## src/rtl/rv_mem_pkg.sv

```systemverilog
// rv_mem_pkg: shared definitions for the instruction/data memory port arbiter.
//   - Default address/data widths and starvation limit.
//   - Arbiter FSM state encoding.
//   - cnt_width(): width needed to hold a counter value 0..max_val.
package rv_mem_pkg;

  localparam int unsigned ADDR_W_DEF     = 32;
  localparam int unsigned DATA_W_DEF     = 64;
  localparam int unsigned STARVE_MAX_DEF = 4;

  typedef enum logic [1:0] {
    IDLE   = 2'd0,
    GNT_IF = 2'd1,
    GNT_LS = 2'd2,
    DONE   = 2'd3
  } arb_state_e;

  function automatic int unsigned cnt_width(input int unsigned max_val);
    return (max_val < 1) ? 1 : $clog2(max_val + 1);
  endfunction

endpackage

```

## src/rtl/arb_starve_counter.sv

```systemverilog
// arb_starve_counter: next-state logic for the fetch starvation counter.
// The count register itself lives in the arbiter's single clocked process; this
// block only decides the next value and flags saturation.
//   cnt     in   current count
//   inc     in   load/store grant made while fetch was waiting
//   clr     in   fetch grant (clear wins over inc)
//   cnt_nxt out  next count, saturating at STARVE_MAX
//   sat     out  current count has reached STARVE_MAX
module arb_starve_counter
  import rv_mem_pkg::*;
#(
  parameter int unsigned STARVE_MAX = STARVE_MAX_DEF,
  parameter int unsigned CNT_W      = cnt_width(STARVE_MAX)
) (
  input  logic [CNT_W-1:0] cnt,
  input  logic             inc,
  input  logic             clr,
  output logic [CNT_W-1:0] cnt_nxt,
  output logic             sat
);

  assign sat = (cnt == CNT_W'(STARVE_MAX));

  always_comb begin
    cnt_nxt = cnt;
    if (clr) begin
      cnt_nxt = '0;
    end else if (inc && !sat) begin
      cnt_nxt = cnt + CNT_W'(1);
    end
  end

endmodule

```

## src/rtl/mem_port_arbiter.sv

```systemverilog
// mem_port_arbiter: shares one memory port between instruction fetch (if_*) and
// load/store (ls_*). Load/store has priority unless fetch has been passed over
// STARVE_MAX times in a row. One transaction at a time; a DONE cycle follows each
// completion so a request still held during its ready pulse is not re-granted.
//   clk, reset                 clock, synchronous active-high reset
//   if_req/if_addr             fetch request; if_rdata/if_ready result
//   ls_req/ls_we/ls_addr/
//   ls_wdata/ls_wstrb          load/store request; ls_rdata/ls_ready result
//   mem_req/mem_we/mem_addr/
//   mem_wdata/mem_wstrb        memory request, held until mem_ack
//   mem_ack/mem_rdata          memory completion (rdata valid with ack)
//   busy                       a granted transaction is in flight
module mem_port_arbiter
  import rv_mem_pkg::*;
#(
  parameter int unsigned ADDR_W     = ADDR_W_DEF,
  parameter int unsigned DATA_W     = DATA_W_DEF,
  parameter int unsigned STARVE_MAX = STARVE_MAX_DEF
) (
  input  logic                clk,
  input  logic                reset,
  input  logic                if_req,
  input  logic [ADDR_W-1:0]   if_addr,
  output logic [31:0]         if_rdata,
  output logic                if_ready,
  input  logic                ls_req,
  input  logic                ls_we,
  input  logic [ADDR_W-1:0]   ls_addr,
  input  logic [DATA_W-1:0]   ls_wdata,
  input  logic [DATA_W/8-1:0] ls_wstrb,
  output logic [DATA_W-1:0]   ls_rdata,
  output logic                ls_ready,
  output logic                mem_req,
  output logic                mem_we,
  output logic [ADDR_W-1:0]   mem_addr,
  output logic [DATA_W-1:0]   mem_wdata,
  output logic [DATA_W/8-1:0] mem_wstrb,
  input  logic                mem_ack,
  input  logic [DATA_W-1:0]   mem_rdata,
  output logic                busy
);

  localparam int unsigned CNT_W = cnt_width(STARVE_MAX);

  arb_state_e       state;
  logic [CNT_W-1:0] starve_cnt;
  logic [CNT_W-1:0] starve_nxt;
  logic             starve_sat;
  logic             grant_if;
  logic             grant_ls;

  // Fetch wins only when load/store is absent or fetch has been starved long enough.
  always_comb begin
    grant_if = (state == IDLE) && if_req && (!ls_req || starve_sat);
    grant_ls = (state == IDLE) && ls_req && !grant_if;
  end

  arb_starve_counter #(
    .STARVE_MAX (STARVE_MAX),
    .CNT_W      (CNT_W)
  ) u_starve (
    .cnt     (starve_cnt),
    .inc     (grant_ls && if_req),
    .clr     (grant_if),
    .cnt_nxt (starve_nxt),
    .sat     (starve_sat)
  );

  assign busy = (state == GNT_IF) || (state == GNT_LS);

  always_ff @(posedge clk) begin
    if (reset) begin
      state      <= IDLE;
      starve_cnt <= '0;
      mem_req    <= 1'b0;
      mem_we     <= 1'b0;
      mem_addr   <= '0;
      mem_wdata  <= '0;
      mem_wstrb  <= '0;
      if_ready   <= 1'b0;
      ls_ready   <= 1'b0;
      if_rdata   <= '0;
      ls_rdata   <= '0;
    end else begin
      starve_cnt <= starve_nxt;
      if_ready   <= 1'b0;
      ls_ready   <= 1'b0;
      case (state)
        IDLE: begin
          if (grant_if) begin
            state     <= GNT_IF;
            mem_req   <= 1'b1;
            mem_we    <= 1'b0;
            mem_addr  <= if_addr;
            mem_wdata <= '0;
            mem_wstrb <= '0;
          end else if (grant_ls) begin
            state     <= GNT_LS;
            mem_req   <= 1'b1;
            mem_we    <= ls_we;
            mem_addr  <= ls_addr;
            mem_wdata <= ls_wdata;
            mem_wstrb <= ls_wstrb;
          end
        end
        GNT_IF, GNT_LS: begin
          // mem_* fields stay latched; only mem_req drops once the ack arrives.
          if (mem_ack) begin
            state   <= DONE;
            mem_req <= 1'b0;
            if (state == GNT_IF) begin
              if_ready <= 1'b1;
              if_rdata <= mem_rdata[31:0];
            end else begin
              ls_ready <= 1'b1;
              ls_rdata <= mem_we ? '0 : mem_rdata;
            end
          end
        end
        DONE: begin
          state <= IDLE;
        end
        default: begin
          state <= IDLE;
        end
      endcase
    end
  end

endmodule

```

## config.mk

```make
export PLATFORM = sky130hd
export DESIGN_NAME = mem_port_arbiter
export DESIGN_NICKNAME = d
export VERILOG_FILES = /design/src/rtl/rv_mem_pkg.sv /design/src/rtl/arb_starve_counter.sv /design/src/rtl/mem_port_arbiter.sv
export SDC_FILE = /design/constraint.sdc
export NUM_CORES = 1
export LEC_CHECK = 0
export ABC_AREA = 1
export BUFFER_PORTS_ARGS = -buffer_cell sky130_fd_sc_hd__buf_2
export CAP_MARGIN = 10
export CORE_AREA = 5 5 155 157
export DETAILED_ROUTE_END_ITERATION = 7
export DIE_AREA = 0 0 160 162
export HOLD_SLACK_MARGIN = 0.05
export PLACE_DENSITY_LB_ADDON = 0.05
export SLEW_MARGIN = 20
export SYNTH_ARGS = -nofsm -noshare
export SYNTH_HDL_FRONTEND = slang
export SYNTH_SLANG_ARGS = --single-unit
```

## constraint.sdc

```tcl
create_clock -name clk -period 2.2 [get_ports clk]
set_input_delay 0 -clock clk [delete_from_list [all_inputs] [get_ports clk]]
set_output_delay 0 -clock clk [all_outputs]
set_load 0.02 [all_outputs]
```

==> impl_metrics.tcl <==
set metrics [dict create \
    status "completed" \
    met1_usage_pct 26.9 \
    antenna_cells 0 \
    drive_gt1_share_pct 30.5 \
    synthCells 987 \
    fin_crit_ns 2.07 \
    skew_ns 0.0184 \
    syn_area_per_cell_um2 7.94 \
    setup_slack_ns 0.132 \
    synth-adder-area-share_pct 0.799 \
    cts_tree "yes" \
    p_leak_nw 6.17 \
    hold_viol_final 0 \
    cp-startpoint "state[0]" \
    fin_cells 1867 \
    reg2reg_depth 9 \
    grt_use_met3_pct 6.85 \
    min_period_over_period_pct 94.0 \
    ys_types 23 \
    io_buffers 410 \
    numCtsBuffers 24 \
    rsz0062_at_grt "no" \
    layout_common_cells "410 x buf_2, 208 x dfxtp_1, 207 x dlygate4sd3_1" \
    first_global_vias 9066 \
    drc_errors 0 \
    worst_slew_pin_slew_ns 0.867 \
    synth_warnings 0 \
    syn-cell-area_mm2 0.00783 \
    cp-endpoint "mem_addr[27]" \
    ioPinCount 411 \
    ys_ff_latch 209 \
    dp_cells 1614 \
    initialDrtViolationCount 531 \
    gp_congestion 0.845 \
    r2r-start "state[0]" \
    start_util_pct 35.0 \
    synth_nets 1198 \
    grt.total_usage_pct 22.7 \
    synth-simple-area-share_pct 22.0 \
    worstPathArrival_ns 2.46 \
    critPathMaxStageDelay_ns 0.58 \
    die_area_mm2 0.0259 \
    nNetsFinal 1779 \
    path_clk_slew_ns 0.06 \
    hold_class "in -> reg" \
    core_mm2 0.0224 \
    cts_root_buffer "clkbuf_16" \
    rows 55 \
    crit_path_start_kind "flip-flop" \
    ir_drop_mv 0.742 \
    synth-xor-area-share_pct 0.112 \
    insertion_delay_ns 0.51 \
    cts_max_path_buffers 3 \
    dieHeight_um 162 \
    synthToLayoutAreaGrowth_pct 66.6 \
    synth_compound_area_share_pct 17.4 \
    cp_cell_sequence "inv_1 > ha_1 > inv_2 > nor2_8 > inv_4 > buf_16 > a21oi_1 > a21oi_1 > dlygate4sd3_1" \
    grt_pass1_wl_um 48800 \
    path_max_fanout 42 \
    ant_nets 0 \
    vias 9122 \
    yosysSeqAreaShare_pct 53.4 \
    final_common_cell "buf_2" \
    grt_start_max_net_pins 107 \
    cts.htree.levels 1 \
    cp_common_cell "a21oi_1" \
    grt_overflow_total 0 \
    dpl_cell_area_mm2 0.0100 \
    path_class "reg -> reg" \
    die_w_um 160 \
    worstReg2RegEnd "mem_addr[27]" \
    dp_hpwl_um 20400 \
    cp_slowest_cell "dlygate4sd3_1" \
    critPathRequiredTime_ns 2.59 \
    yosys-mux-area-fraction_pct 0 \
    setup_viol 0 \
    end_kind "flip-flop" \
    slew_headroom_pct 42.2 \
    pwr_density_cell_mw_per_mm2 1230 \
    antenna_found_initial 1 \
    drt-vias-per-instance 4.89 \
    final_cell_area_mm2 0.0131 \
    avgRoutedWirePerCell_um 17.5 \
    post-place-ws_ns 0.329 \
    busiest_layer "met2" \
    max_freq_mhz 484 \
    fin_setup_tns_ns 0 \
    drt-total-wl_um 32600 \
    use_met2_pct 39.9 \
    synth_top_family_by_area "simple AND/OR/NAND/NOR gates" \
    r2r_slack_ns 0.13 \
    drv_cap 0 \
    drt_first_pass_iters 5 \
    drv_slew 0 \
    cts_sinks 209 \
]
-- cells by family after synthesis --
group,after synthesis
adders and majority gates,5
DFF,209
xor gates and xnor gates,1
buffers and inverters,99
and+or+nand+nor,401
AOI/OAI and AO/OA,272
-- per-stage QoR --
stage                     hold WS (ns)  total power [mW]  util, %
after floorplan                  0.145              9.32        -
after global placement           0.244              11.4     44.8
after detailed placement         0.257              11.4     44.8
after CTS                        0.265              15.8     57.5
after global routing             0.283              17.0     58.3
final                            0.286              16.0     58.3
-- report_power, final --
part | leakage, nW | switching [mW] | internal [mW]
combinational | 4.08 | 4.37 | 2.41
sequential | 1.71 | 0.505 | 4.81
clock | 0.383 | 1.56 | 2.38
total | 6.17 | 6.43 | 9.60
-- sequential cells by signal (all words and copies together) (netlist names) --
signal,cells
mem_req,1
ls_ready,1
mem_wstrb,8
ls_rdata,64
mem_addr,32
mem_we,1
state,2
starve_cnt,3
if_rdata,32
mem_wdata,64
if_ready,1
-- cell usage after synthesis, drive strengths merged --
cell / instances / area [µm²]
dfxtp: 209 / 4180
nand2: 190 / 723
a21oi: 143 / 716
nand3: 139 / 696
o21ai: 128 / 641
nor2: 70 / 287
buf: 46 / 289
clkbuf: 37 / 139
inv: 15 / 56.3
ha: 5 / 62.6
nor3: 2 / 21.3
clkinv: 1 / 5.00
o22ai: 1 / 6.26
xor2: 1 / 8.76
-- worst min-delay path by stage --
stage | startpoint | to | slack (ns) | cells after the start
2_1_floorplan | mem_rdata[40] | ls_rdata[40] | 0.14 | 2
3_3_place_gp | mem_rdata[40] | ls_rdata[40] | 0.24 | 3
3_5_place_dp | if_addr[29] | mem_addr[29] | 0.26 | 3
4_1_cts | if_addr[12] | mem_addr[12] | 0.26 | 4
5_1_grt | mem_rdata[57] | ls_rdata[57] | 0.28 | 4
6_report | if_addr[13] | mem_addr[13] | 0.29 | 4
-- critical path: cells and delay by family (launching register included) --
family	cells	cell delay, ns
simple gates	1	0.14
buf+inv	5	1.00
fa+ha+maj	1	0.22
flops	1	0.33
compound gates	2	0.24
-- cell type report --
class / count / area [µm²]
clock buffers: 36 / 727
clock inverters: 4 / 48.8
repair buffers: 638 / 4480
inverters: 16 / 78.8
well taps: 285 / 357
multi-input cells: 679 / 3170
flip-flops and latches: 209 / 4190
fillers: 2076 / 9320
-- metal layers --
metal | part of all wire (%) | wire, µm
met5 | 0.040 | 13
met3 | 8.3 | 2720
met4 | 2.4 | 773
met1 | 40 | 13000
met2 | 49 | 16100
-- what timing repair did --
item	in CTS	in global routing
setup endpoints to repair	0	13
resized for setup	0	14
buffers inserted	0	1
endpoints found under the hold margin	208	0
hold buffers	207	0
Note: power is estimated with default switching activity, not from simulation.
